==> config.mk <==
export PLATFORM = sky130hd
export DESIGN_NAME = instr_loader_flat
export DESIGN_NICKNAME = d
export VERILOG_FILES = /design/src/rtl/instr_loader_pkg.sv /design/src/rtl/instr_loader_if.sv /design/src/rtl/instr_loader_wr_port.sv /design/src/rtl/instr_loader.sv /design/src/flat_wrapper.sv
export SDC_FILE = /design/constraint.sdc
export NUM_CORES = 1
export LEC_CHECK = 0
export ABC_CLOCK_PERIOD_IN_PS = 4760
export BUFFER_PORTS_ARGS = -buffer_cell sky130_fd_sc_hd__buf_2
export CORE_ASPECT_RATIO = 0.75
export CORE_UTILIZATION = 40
export CTS_CLUSTER_DIAMETER = 80
export CTS_CLUSTER_SIZE = 30
export DETAILED_ROUTE_END_ITERATION = 6
export PLACE_DENSITY = 0.65
export SYNTH_ARGS = -nofsm -noshare
export SYNTH_HDL_FRONTEND = slang
export SYNTH_SLANG_ARGS = --single-unit
export TNS_END_PERCENT = 30
==> constraint.sdc <==
create_clock -name clock -period 4.76 [get_ports clock]
set_input_delay 0.952 -clock clock [delete_from_list [all_inputs] [get_ports clock]]
set_output_delay 0.952 -clock clock [all_outputs]
set_load 0.05 [all_outputs]
==> src/rtl/instr_loader_pkg.sv <==
// Shared constants and types for the instruction loader and its consumers.
package instr_loader_pkg;

  localparam int unsigned ADDR_W = 5;
  localparam int unsigned DATA_W = 16;
  localparam int unsigned DEPTH  = 2 ** ADDR_W;
  localparam int unsigned PTR_W  = ADDR_W + 1;
  localparam int unsigned OP_W   = 4;

  // Opcode field position inside an instruction word, shared with the CU.
  localparam int unsigned OP_MSB = 15;
  localparam int unsigned OP_LSB = 12;

  localparam logic [OP_W-1:0] HALT_OP = 4'hF;

  // State encodings.
  localparam logic [1:0] S_IDLE   = 2'd0;
  localparam logic [1:0] S_LOAD   = 2'd1;
  localparam logic [1:0] S_LOADED = 2'd2;
  localparam logic [1:0] S_RUN    = 2'd3;

  typedef enum logic [1:0] {
    IDLE   = S_IDLE,
    LOAD   = S_LOAD,
    LOADED = S_LOADED,
    RUN    = S_RUN
  } state_e;

  // Extract the opcode field from an instruction word.
  function automatic logic [OP_W-1:0] opcode_of(input logic [DATA_W-1:0] word);
    return word[OP_MSB:OP_LSB];
  endfunction

endpackage

==> src/rtl/instr_loader_if.sv <==
// Host-to-loader valid/ready program stream.
//   s_valid : host word valid
//   s_ready : loader can accept a word
//   s_data  : instruction word
//   s_last  : final word of the program
interface instr_loader_if;
  import instr_loader_pkg::*;

  logic              s_valid;
  logic              s_ready;
  logic [DATA_W-1:0] s_data;
  logic              s_last;

  modport master (output s_valid, output s_data, output s_last, input s_ready);
  modport slave  (input s_valid, input s_data, input s_last, output s_ready);

endinterface

==> src/rtl/instr_loader_wr_port.sv <==
// Registered instruction-memory write stage and write pointer.
//   clock, reset_n : clock / async active-low reset
//   clr            : reset write pointer to 0 (beat must be 0)
//   beat           : accepted word this cycle
//   data           : word to write
//   imem_we/waddr/wdata : registered write to instruction memory
//   wr_ptr         : number of words written so far (0..DEPTH)
module instr_loader_wr_port
  import instr_loader_pkg::*;
(
  input  logic              clock,
  input  logic              reset_n,
  input  logic              clr,
  input  logic              beat,
  input  logic [DATA_W-1:0] data,
  output logic              imem_we,
  output logic [ADDR_W-1:0] imem_waddr,
  output logic [DATA_W-1:0] imem_wdata,
  output logic [PTR_W-1:0]  wr_ptr
);

  // Write lands one cycle after the beat, at the pre-increment pointer.
  always_ff @(posedge clock or negedge reset_n) begin
    if (!reset_n) begin
      imem_we    <= 1'b0;
      imem_waddr <= '0;
      imem_wdata <= '0;
      wr_ptr     <= '0;
    end else begin
      imem_we <= beat;
      if (beat) begin
        imem_waddr <= ADDR_W'(wr_ptr);
        imem_wdata <= data;
      end
      if (clr) begin
        wr_ptr <= '0;
      end else if (beat) begin
        wr_ptr <= PTR_W'(wr_ptr + 1'b1);
      end
    end
  end

endmodule

==> src/rtl/instr_loader.sv <==
// Loads a host program into instruction memory, then runs it and detects its end.
//   clock, reset_n      : clock / async active-low reset
//   s                   : host program stream (slave)
//   load_req, start     : pulses to begin loading / run the resident program
//   abort               : stop a run without a done pulse
//   imem_we/waddr/wdata : instruction memory write port
//   core_pc, core_opcode: current PC and fetched opcode
//   pc_clr, core_run    : PC clear pulse / core execution enable
//   prog_len, loaded    : resident program length and validity
//   done, overflow      : normal-end pulse / sticky over-length flag
module instr_loader
  import instr_loader_pkg::*;
(
  input  logic              clock,
  input  logic              reset_n,
  instr_loader_if.slave     s,
  input  logic              load_req,
  input  logic              start,
  input  logic              abort,
  output logic              imem_we,
  output logic [ADDR_W-1:0] imem_waddr,
  output logic [DATA_W-1:0] imem_wdata,
  input  logic [ADDR_W-1:0] core_pc,
  input  logic [OP_W-1:0]   core_opcode,
  output logic              pc_clr,
  output logic              core_run,
  output logic [PTR_W-1:0]  prog_len,
  output logic              loaded,
  output logic              done,
  output logic              overflow
);

  state_e            state, state_nx;
  logic              s_ready_q;
  logic              s_ready_nx, pc_clr_nx, core_run_nx, loaded_nx, done_nx, overflow_nx;
  logic [PTR_W-1:0]  prog_len_nx;
  logic [PTR_W-1:0]  wr_ptr;
  logic              wp_clr, wp_beat;
  logic              beat_c, end_c;

  assign s.s_ready = s_ready_q;
  assign beat_c    = s.s_valid & s_ready_q;

  // The last instruction executes in the cycle core_pc reaches prog_len-1.
  assign end_c = core_run &&
                 ((core_opcode == HALT_OP) || (core_pc == ADDR_W'(prog_len - 1'b1)));

  instr_loader_wr_port u_wr_port (
    .clock      (clock),
    .reset_n    (reset_n),
    .clr        (wp_clr),
    .beat       (wp_beat),
    .data       (s.s_data),
    .imem_we    (imem_we),
    .imem_waddr (imem_waddr),
    .imem_wdata (imem_wdata),
    .wr_ptr     (wr_ptr)
  );

  // State and registered outputs.
  always_ff @(posedge clock or negedge reset_n) begin
    if (!reset_n) begin
      state     <= IDLE;
      s_ready_q <= 1'b0;
      pc_clr    <= 1'b0;
      core_run  <= 1'b0;
      prog_len  <= '0;
      loaded    <= 1'b0;
      done      <= 1'b0;
      overflow  <= 1'b0;
    end else begin
      state     <= state_nx;
      s_ready_q <= s_ready_nx;
      pc_clr    <= pc_clr_nx;
      core_run  <= core_run_nx;
      prog_len  <= prog_len_nx;
      loaded    <= loaded_nx;
      done      <= done_nx;
      overflow  <= overflow_nx;
    end
  end

  // Next state and next registered outputs.
  always_comb begin
    state_nx    = state;
    wp_clr      = 1'b0;
    wp_beat     = 1'b0;
    pc_clr_nx   = 1'b0;
    core_run_nx = 1'b0;
    done_nx     = 1'b0;
    loaded_nx   = loaded;
    overflow_nx = overflow;
    prog_len_nx = prog_len;

    case (state)
      IDLE: begin
        if (load_req) begin
          state_nx    = LOAD;
          wp_clr      = 1'b1;
          loaded_nx   = 1'b0;
          overflow_nx = 1'b0;
        end
      end
      LOAD: begin
        if (load_req) begin
          // Restart; a beat in this same cycle is dropped.
          wp_clr    = 1'b1;
          loaded_nx = 1'b0;
        end else if (beat_c) begin
          wp_beat = 1'b1;
          if (s.s_last) begin
            prog_len_nx = PTR_W'(wr_ptr + 1'b1);
            loaded_nx   = 1'b1;
            state_nx    = LOADED;
          end else if (wr_ptr == PTR_W'(DEPTH - 1)) begin
            overflow_nx = 1'b1;
            loaded_nx   = 1'b0;
            state_nx    = IDLE;
          end
        end
      end
      LOADED: begin
        if (load_req) begin
          state_nx  = LOAD;
          wp_clr    = 1'b1;
          loaded_nx = 1'b0;
        end else if (start) begin
          state_nx  = RUN;
          pc_clr_nx = 1'b1;
        end
      end
      RUN: begin
        if (abort) begin
          state_nx = LOADED;
        end else if (end_c) begin
          state_nx = LOADED;
          done_nx  = 1'b1;
        end else begin
          core_run_nx = 1'b1;
        end
      end
      default: state_nx = IDLE;
    endcase

    s_ready_nx = (state_nx == LOAD);
  end

endmodule

==> src/flat_wrapper.sv <==
// flat-port wrapper written by rule: the top's interface ports become plain ports
module instr_loader_flat import instr_loader_pkg::*;
  (clock, reset_n, load_req, start, abort, imem_we, imem_waddr, imem_wdata, core_pc, core_opcode, pc_clr, core_run, prog_len, loaded, done, overflow, s_s_valid, s_s_data, s_s_last, s_s_ready);
  instr_loader_if s_i ();
  input  logic clock;
  input  logic reset_n;
  input  logic load_req;
  input  logic start;
  input  logic abort;
  output logic imem_we;
  output logic [ADDR_W-1:0] imem_waddr;
  output logic [DATA_W-1:0] imem_wdata;
  input  logic [ADDR_W-1:0] core_pc;
  input  logic [OP_W-1:0] core_opcode;
  output logic pc_clr;
  output logic core_run;
  output logic [PTR_W-1:0] prog_len;
  output logic loaded;
  output logic done;
  output logic overflow;
  input wire logic [$bits(s_i.s_valid)-1:0] s_s_valid;
  input wire logic [$bits(s_i.s_data)-1:0] s_s_data;
  input wire logic [$bits(s_i.s_last)-1:0] s_s_last;
  output wire logic [$bits(s_i.s_ready)-1:0] s_s_ready;
  assign s_i.s_valid = s_s_valid;
  assign s_i.s_data = s_s_data;
  assign s_i.s_last = s_s_last;
  assign s_s_ready = s_i.s_ready;
  instr_loader u_core (.clock(clock), .reset_n(reset_n), .s(s_i), .load_req(load_req), .start(start), .abort(abort), .imem_we(imem_we), .imem_waddr(imem_waddr), .imem_wdata(imem_wdata), .core_pc(core_pc), .core_opcode(core_opcode), .pc_clr(pc_clr), .core_run(core_run), .prog_len(prog_len), .loaded(loaded), .done(done), .overflow(overflow));
endmodule
==> flow_summary.ini, run 1 <==
[cts]
cts_setup_buffers = 0
clock_path_buffers = 2
ctsResizeCount = 0
htreeDepth = 2
path_clk_slew_ns = 0.07
cts_hold_buf = 0
numCtsBuffers = 5
clock-sinks = 42
clkLatencyLatePin_ns = 0.29
cts-root-buf = clkbuf_8
cts_tree = done

[worst_setup_path]
r2r-end = u_core.prog_len[1]$_DFFE_PN0P_
crit_path_end_kind = register
r2r_setup_slack_ns = 2.77
cp_common_cell = nand2_1
critPathKind = input pin to register
critPathMaxStageDelay_ns = 0.35
crit_slowest_cell = buf_4
r2r_start = u_core.state[1]$_DFF_PN0_
crit_chain = buf_2, nand2_1, nor3_4, buf_4, nand2_1, mux2_2
arrival_ns = 2.30
cp_data_required_time_ns = 4.94
worstSetupStartpointType = input pin
reg2reg_depth = 5
worstPathMaxFanout = 28

[timing]
setup_viol = 0
relSlewSlack_pct = 40.1
timing.setup.tns_ns = 0
fin_worst_skew_ns = 0.00582
hold_violations = 0
final_max_slew_viol_count = 0
max_freq_ghz = 0.473
holdWs_ns = 0.492
fin_crit_sh_pct = 44.4
min_period_ns = 2.11
rsz0062_at_grt = no
worstMarginPinSlew_ns = 0.898

[yosys]
netlist_area_um2 = 1830
netlist_instances = 156
async_flop_share_pct = 100
syn-num-nets = 190
ys_types = 23
synthTopCellsByCount = dfrtp_1, mux2_2, nand2_1
synth_edf_count = 0
synth.most_common_cell = dfrtp_1
synth.ff_latch_count = 42
synth-seq-area-share_pct = 57.6
yosysWarnings = 0
yosys.area.top_type_share_pct = 57.6
yosysTopAreaCell = dfrtp_1
synth_area_leaders = dfrtp_1, mux2_2, xnor2_1
dominantRegCellSynth = dfrtp_1
avgSynthCellArea_um2 = 11.7

[die]
coreArea_um2 = 4200
die_w_um = 80.0
die_area_um2 = 4840
start_util_pct = 43.4
die_y_um = 60.5
row_count = 20
io_pins = 66

[finish]
layout-drive-gt1-share_pct = 42.5
stdcell_area_um2 = 2310
num_antenna_cells = 0
area_growth_pct = 26.7
nNetsFinal = 259

[detailed_routing]
antenna_left = 0
wire_per_inst_um = 12.0
first_iter_violations = 48
routed_wl_um = 3360
vias = 1345
vias_per_cell = 4.79
drt_pass1_iterations = 4
route.detailed.drc = 0

[placed_design]
place_area_um2 = 2200
port_buffers = 65
gp_congestion = 0.793
dp_hpwl_um = 2440

[global_routing]
grt_overflow = 0
grt_max_degree = 43
antenna_found_initial = 0
grt_pass1_vias = 1174
track_usage_pct = 15.1
grt_pass1_wl_um = 5310

[power_and_ir_drop]
p_seq_share_pct = 35.6
p_leak_nw = 1.15
pwr-share-clk_pct = 18.7
swShare_pct = 44.9
combPwrFrac_pct = 45.7
cell_internal_pwr_w = 0.000811
power.switching_w = 0.000662
vdd_drop_max_uv = 297
powerDensity_nw_per_um2 = 637

[hold_path]
holdPathStages = 2
hp-start = u_core.prog_len[5]$_DFFE_PN0P_
holdPathEnd = u_core.prog_len[5]$_DFFE_PN0P_
hold_class = register to register

[run]
drv_cap = 0

[run_status]
outcome = finished clean
## cells in the final DEF (no fill, tap or decap)
cell,n
nor3_4,1
o21ai_0,10
o211ai_1,1
mux2_2,22
bufinv_16,1
buf_2,65
clkbuf_8,5
nor3b_1,2
ha_1,2
a31oi_1,1
clkinvlp_4,1
nand2b_1,2
buf_4,1
mux2i_1,2
xor2_1,5
o31ai_1,2
clkbuf_1,1
nor2_1,11
a21oi_1,6
inv_1,6
nor3_1,4
nand3_1,3
xnor2_1,9
nand4_1,2
nand2_1,19
dfrtp_1,42
## registers in the layout, summed over array words and instances (netlist names)
name / count
u_core.u_wr_port.imem_we: 1
u_core.loaded: 1
u_core.state: 2
u_core.prog_len: 6
u_core.u_wr_port.wr_ptr: 6
u_core.u_wr_port.imem_wdata: 16
u_core.done: 1
u_core.u_wr_port.imem_waddr: 5
u_core.core_run: 1
u_core.pc_clr: 1
u_core.overflow: 1
u_core.s.s_ready: 1
## layer usage
metal | wire, um | track usage, % | vias up
met5 | 0 | 0 | -
met4 | 72 | 9.18 | 0
met3 | 167 | 4.21 | 7
met2 | 1350 | 21.4 | 35
met1 | 1770 | 20.8 | 641
li1 | - | - | 662
## how the worst max path moves through the flow
stage,from,to,slack [ns],cells after the start
after global routing,s_s_valid,u_core.prog_len[1]$_DFFE_PN0P_,2.50,6
after floorplan,s_s_valid,u_core.u_wr_port.imem_wdata[10]$_DFFE_PN0P_,2.71,4
after CTS,s_s_valid,u_core.prog_len[1]$_DFFE_PN0P_,2.64,6
after global placement,load_req,u_core.prog_len[1]$_DFFE_PN0P_,2.36,5
final,s_s_valid,u_core.prog_len[1]$_DFFE_PN0P_,2.65,6
after detailed placement,s_s_valid,u_core.prog_len[1]$_DFFE_PN0P_,2.33,6
## area by class of cell
class / count / area (um2)
Clock inverter: 2 / 37.5
Multi-Input combinational cell: 104 / 728
Sequential cell: 42 / 1050
Inverter: 6 / 22.5
Timing Repair Buffer: 66 / 333
Clock buffer: 6 / 72.6
Fill cell: 367 / 1890
Tap cell: 55 / 68.8
## worst max-delay path: cells and delay by family
kind | cells | cell delay (ns)
buffers and inverters | 2 | 0.42
multiplexers | 1 | 0.35
AND/OR/NAND/NOR | 3 | 0.56
## power by group through the flow
stage	Clock [W]	Combinational [W]	Sequential, W
2_1_floorplan	0	0.000207	0.000848
3_3_place_gp	0	0.000676	0.000530
3_5_place_dp	0	0.000679	0.000531
4_1_cts	0.000283	0.000680	0.000524
5_1_grt	0.000297	0.000719	0.000538
6_report	0.000275	0.000674	0.000524
## per-stage QoR
step / std cells / total power, W / setup WS, ns / util, %
finish: 281 / 0.00147 / 2.65 / 55.0
global route: 281 / 0.00155 / 2.50 / 55.0
CTS: 281 / 0.00149 / 2.64 / 55.0
detailed placement: 273 / 0.00121 / 2.33 / 52.4
global placement: 273 / 0.00121 / 2.36 / 52.4
floorplan: 156 / 0.00106 / 2.71 / -
## kinds of logic after synthesis
logic type               synth area share, %
AO/OA/AOI/OAI                           5.96
buffers and inverters                   2.54
flip-flops                              57.6
XOR/XNOR                                6.72
multiplexers                            14.7
adder cells (fa/ha/maj)                 1.37
AND/OR/NAND/NOR                         11.2
No activity file was read; power rests on OpenSTA's default activity.
==> run 2, diff against run 1 <==
--- a/config.mk
+++ b/config.mk
@@ -5,14 +5,15 @@
 export SDC_FILE = /design/constraint.sdc
 export NUM_CORES = 1
 export LEC_CHECK = 0
-export ABC_CLOCK_PERIOD_IN_PS = 4760
+export ABC_AREA = 1
+export ABC_CLOCK_PERIOD_IN_PS = 2050
 export BUFFER_PORTS_ARGS = -buffer_cell sky130_fd_sc_hd__buf_2
 export CORE_ASPECT_RATIO = 0.75
 export CORE_UTILIZATION = 40
 export CTS_CLUSTER_DIAMETER = 80
 export CTS_CLUSTER_SIZE = 30
 export DETAILED_ROUTE_END_ITERATION = 6
-export PLACE_DENSITY = 0.65
+export PLACE_DENSITY = 0.64
 export SYNTH_ARGS = -nofsm -noshare
 export SYNTH_HDL_FRONTEND = slang
 export SYNTH_SLANG_ARGS = --single-unit
==> constraint.sdc (replaced) <==
create_clock -name clock -period 2.05 [get_ports clock]
set_input_delay 0.41 -clock clock [delete_from_list [all_inputs] [get_ports clock]]
set_output_delay 0.41 -clock clock [all_outputs]
set_load 0.05 [all_outputs]
==> flow_summary.ini, run 2 <==
[timing]
fin_crit_sh_pct = 78.9
relSlewSlack_pct = 65.4
worstMarginPinSlew_ns = 0.520
holdWs_ns = 0.179
timing.setup.tns_ns = 0
rsz0062_at_grt = no
setup_viol = 0
final_max_slew_viol_count = 0
min_period_ns = 1.62
worst_slack_ns = 0.432
fin_worst_skew_ns = 0.0107
max_freq_ghz = 0.618
hold_violations = 0

[global_routing]
grt_overflow = 0
antenna_found_initial = 0
grt_pass1_vias = 1500
grt_max_degree = 43
track_usage_pct = 16.8
grt_pass1_wl_um = 6930

[detailed_routing]
route.detailed.drc = 0
antenna_left = 0
first_iter_violations = 77
vias_per_cell = 4.51
drt_pass1_iterations = 4
vias = 1650
wire_per_inst_um = 10.8
routed_wl_um = 3960

[die]
die_y_um = 62.8
coreArea_um2 = 4600
die_area_um2 = 5210
start_util_pct = 42.8
io_pins = 66
row_count = 21
die_w_um = 83.0

[yosys]
async_flop_share_pct = 100
synthTopCellsByCount = nand2_1, dfrtp_1, inv_1
netlist_area_um2 = 1970
yosys.area.top_type_share_pct = 53.4
synth_edf_count = 0
yosysWarnings = 0
synth-seq-area-share_pct = 53.4
ys_types = 27
synth.ff_latch_count = 42
yosysTopAreaCell = dfrtp_1
avgSynthCellArea_um2 = 8.27
synth.most_common_cell = nand2_1
dominantRegCellSynth = dfrtp_1
syn-num-nets = 272
synth_area_leaders = dfrtp_1, nand2_1, inv_1
netlist_instances = 238

[worst_setup_path]
cp_data_required_time_ns = 2.23
critPathKind = register to register
worstPathMaxFanout = 5
worstSetupStartpointType = register
crit_path_end_kind = register
arrival_ns = 1.80

[cts]
cts_setup_buffers = 0
clock_path_buffers = 2
cts-root-buf = clkbuf_8
cts_hold_buf = 0
clkLatencyLatePin_ns = 0.29
cts_tree = done
numCtsBuffers = 5
ctsResizeCount = 0
clock-sinks = 42
htreeDepth = 2
path_clk_slew_ns = 0.08

[finish]
num_antenna_cells = 0
nNetsFinal = 342
layout.cells.most_common_list = nand2_1, buf_2, dfrtp_1
layout-drive-gt1-share_pct = 30.7
top_regs = u_core.u_wr_port.imem_wdata: 16 flops, u_core.prog_len: 6 flops, u_core.u_wr_port.wr_ptr: 6 flops
largest_reg_flops = 16
final_common_cell = nand2_1
regMostFlops = u_core.u_wr_port.imem_wdata
post-route-util_pct = 53.3
area_growth_pct = 24.4

[power_and_ir_drop]
p_leak_nw = 1.40
vdd_drop_max_uv = 645
powerDensity_nw_per_um2 = 1550

[placed_design]
place_ws_ns = 0.423
gp_congestion = 0.802
port_buffers = 65
dp_hpwl_um = 2950

[hold_path]
hold_class = input pin to asynchronous set/reset pin

[run]
drv_cap = 0

[run_status]
outcome = finished clean
==> run 2: critical path, stage by stage (launching register included) <==
cell	delay, ns
dfrtp_1	0.43
inv_2	0.07
ha_1	0.30
inv_1	0.04
nand2_1	0.05
nand2_1	0.04
nor2_1	0.07
nand2_1	0.06
nor2_2	0.07
nand2_1	0.05
nand2_1	0.06
nand2_2	0.06
nand2_2	0.07
nand2_2	0.05
nand2_2	0.05
nor2_1	0.03
==> run 2: final cells by class <==
type,instances,area (um2)
Clock buffer,6,82.6
Clock inverter,2,12.5
Fill cell,467,2150
Inverter,28,108
Multi-Input combinational cell,164,785
Sequential cell,42,1050
Tap cell,57,71.3
Timing Repair Buffer,67,340
==> run 2: metal layers <==
layer,routed length (um),track usage (%),vias to the layer above
li1,-,-,865
met1,2090,24.3,743
met2,1630,24.5,40
met3,215,4.49,2
met4,22,5.17,0
met5,0,0,-
==> run 2: final timing paths <==
path                                                            startpoint                                    endpoint  slack, ns  cells after the start
worst max-delay path                        u_core.prog_len[0]$_DFFE_PN0P_                  u_core.s.s_ready$_DFF_PN0_       0.43                     15
worst min-delay path                                               reset_n      u_core.u_wr_port.wr_ptr[1]$_DFFE_PN0P_       0.18                      2
worst max register to register              u_core.prog_len[0]$_DFFE_PN0P_                  u_core.s.s_ready$_DFF_PN0_       0.43                     15
worst min register to register  u_core.u_wr_port.imem_wdata[2]$_DFFE_PN0P_  u_core.u_wr_port.imem_wdata[2]$_DFFE_PN0P_       0.47                      2
max in group asynchronous                                          reset_n      u_core.u_wr_port.wr_ptr[4]$_DFFE_PN0P_       1.52                      2
min in group clock                                                   abort                       u_core.done$_DFF_PN0_       0.29                      2
==> run 2: where the power goes <==
| part | total, W | internal, W | switching, W | leakage [nW] |
|---|---|---|---|---|
| clock network | 0.000544 | 0.000271 | 0.000274 | 0.0472 |
| registers | 0.00129 | 0.00110 | 0.000181 | 0.547 |
| logic | 0.00196 | 0.000470 | 0.00149 | 0.807 |
==> run 2: logic make-up after synthesis <==
kind of cell / after synthesis / share of synthesized area, %
AO/OA/AOI/OAI: 23 / 6.29
XOR/XNOR: 4 / 1.78
adder cells (fa/ha/maj): 2 / 1.27
buffers and inverters: 32 / 6.80
flip-flops: 42 / 53.4
AND/OR/NAND/NOR: 135 / 30.5
==> run 2: per-stage QoR <==
step	total power [W]	instance area (um2)	std cells
final	0.00379	2450	366
after global routing	0.00407	2450	366
after CTS	0.00383	2450	366
after detailed placement	0.00327	2350	358
after global placement	0.00326	2350	358
after floorplan	0.00282	1970	238
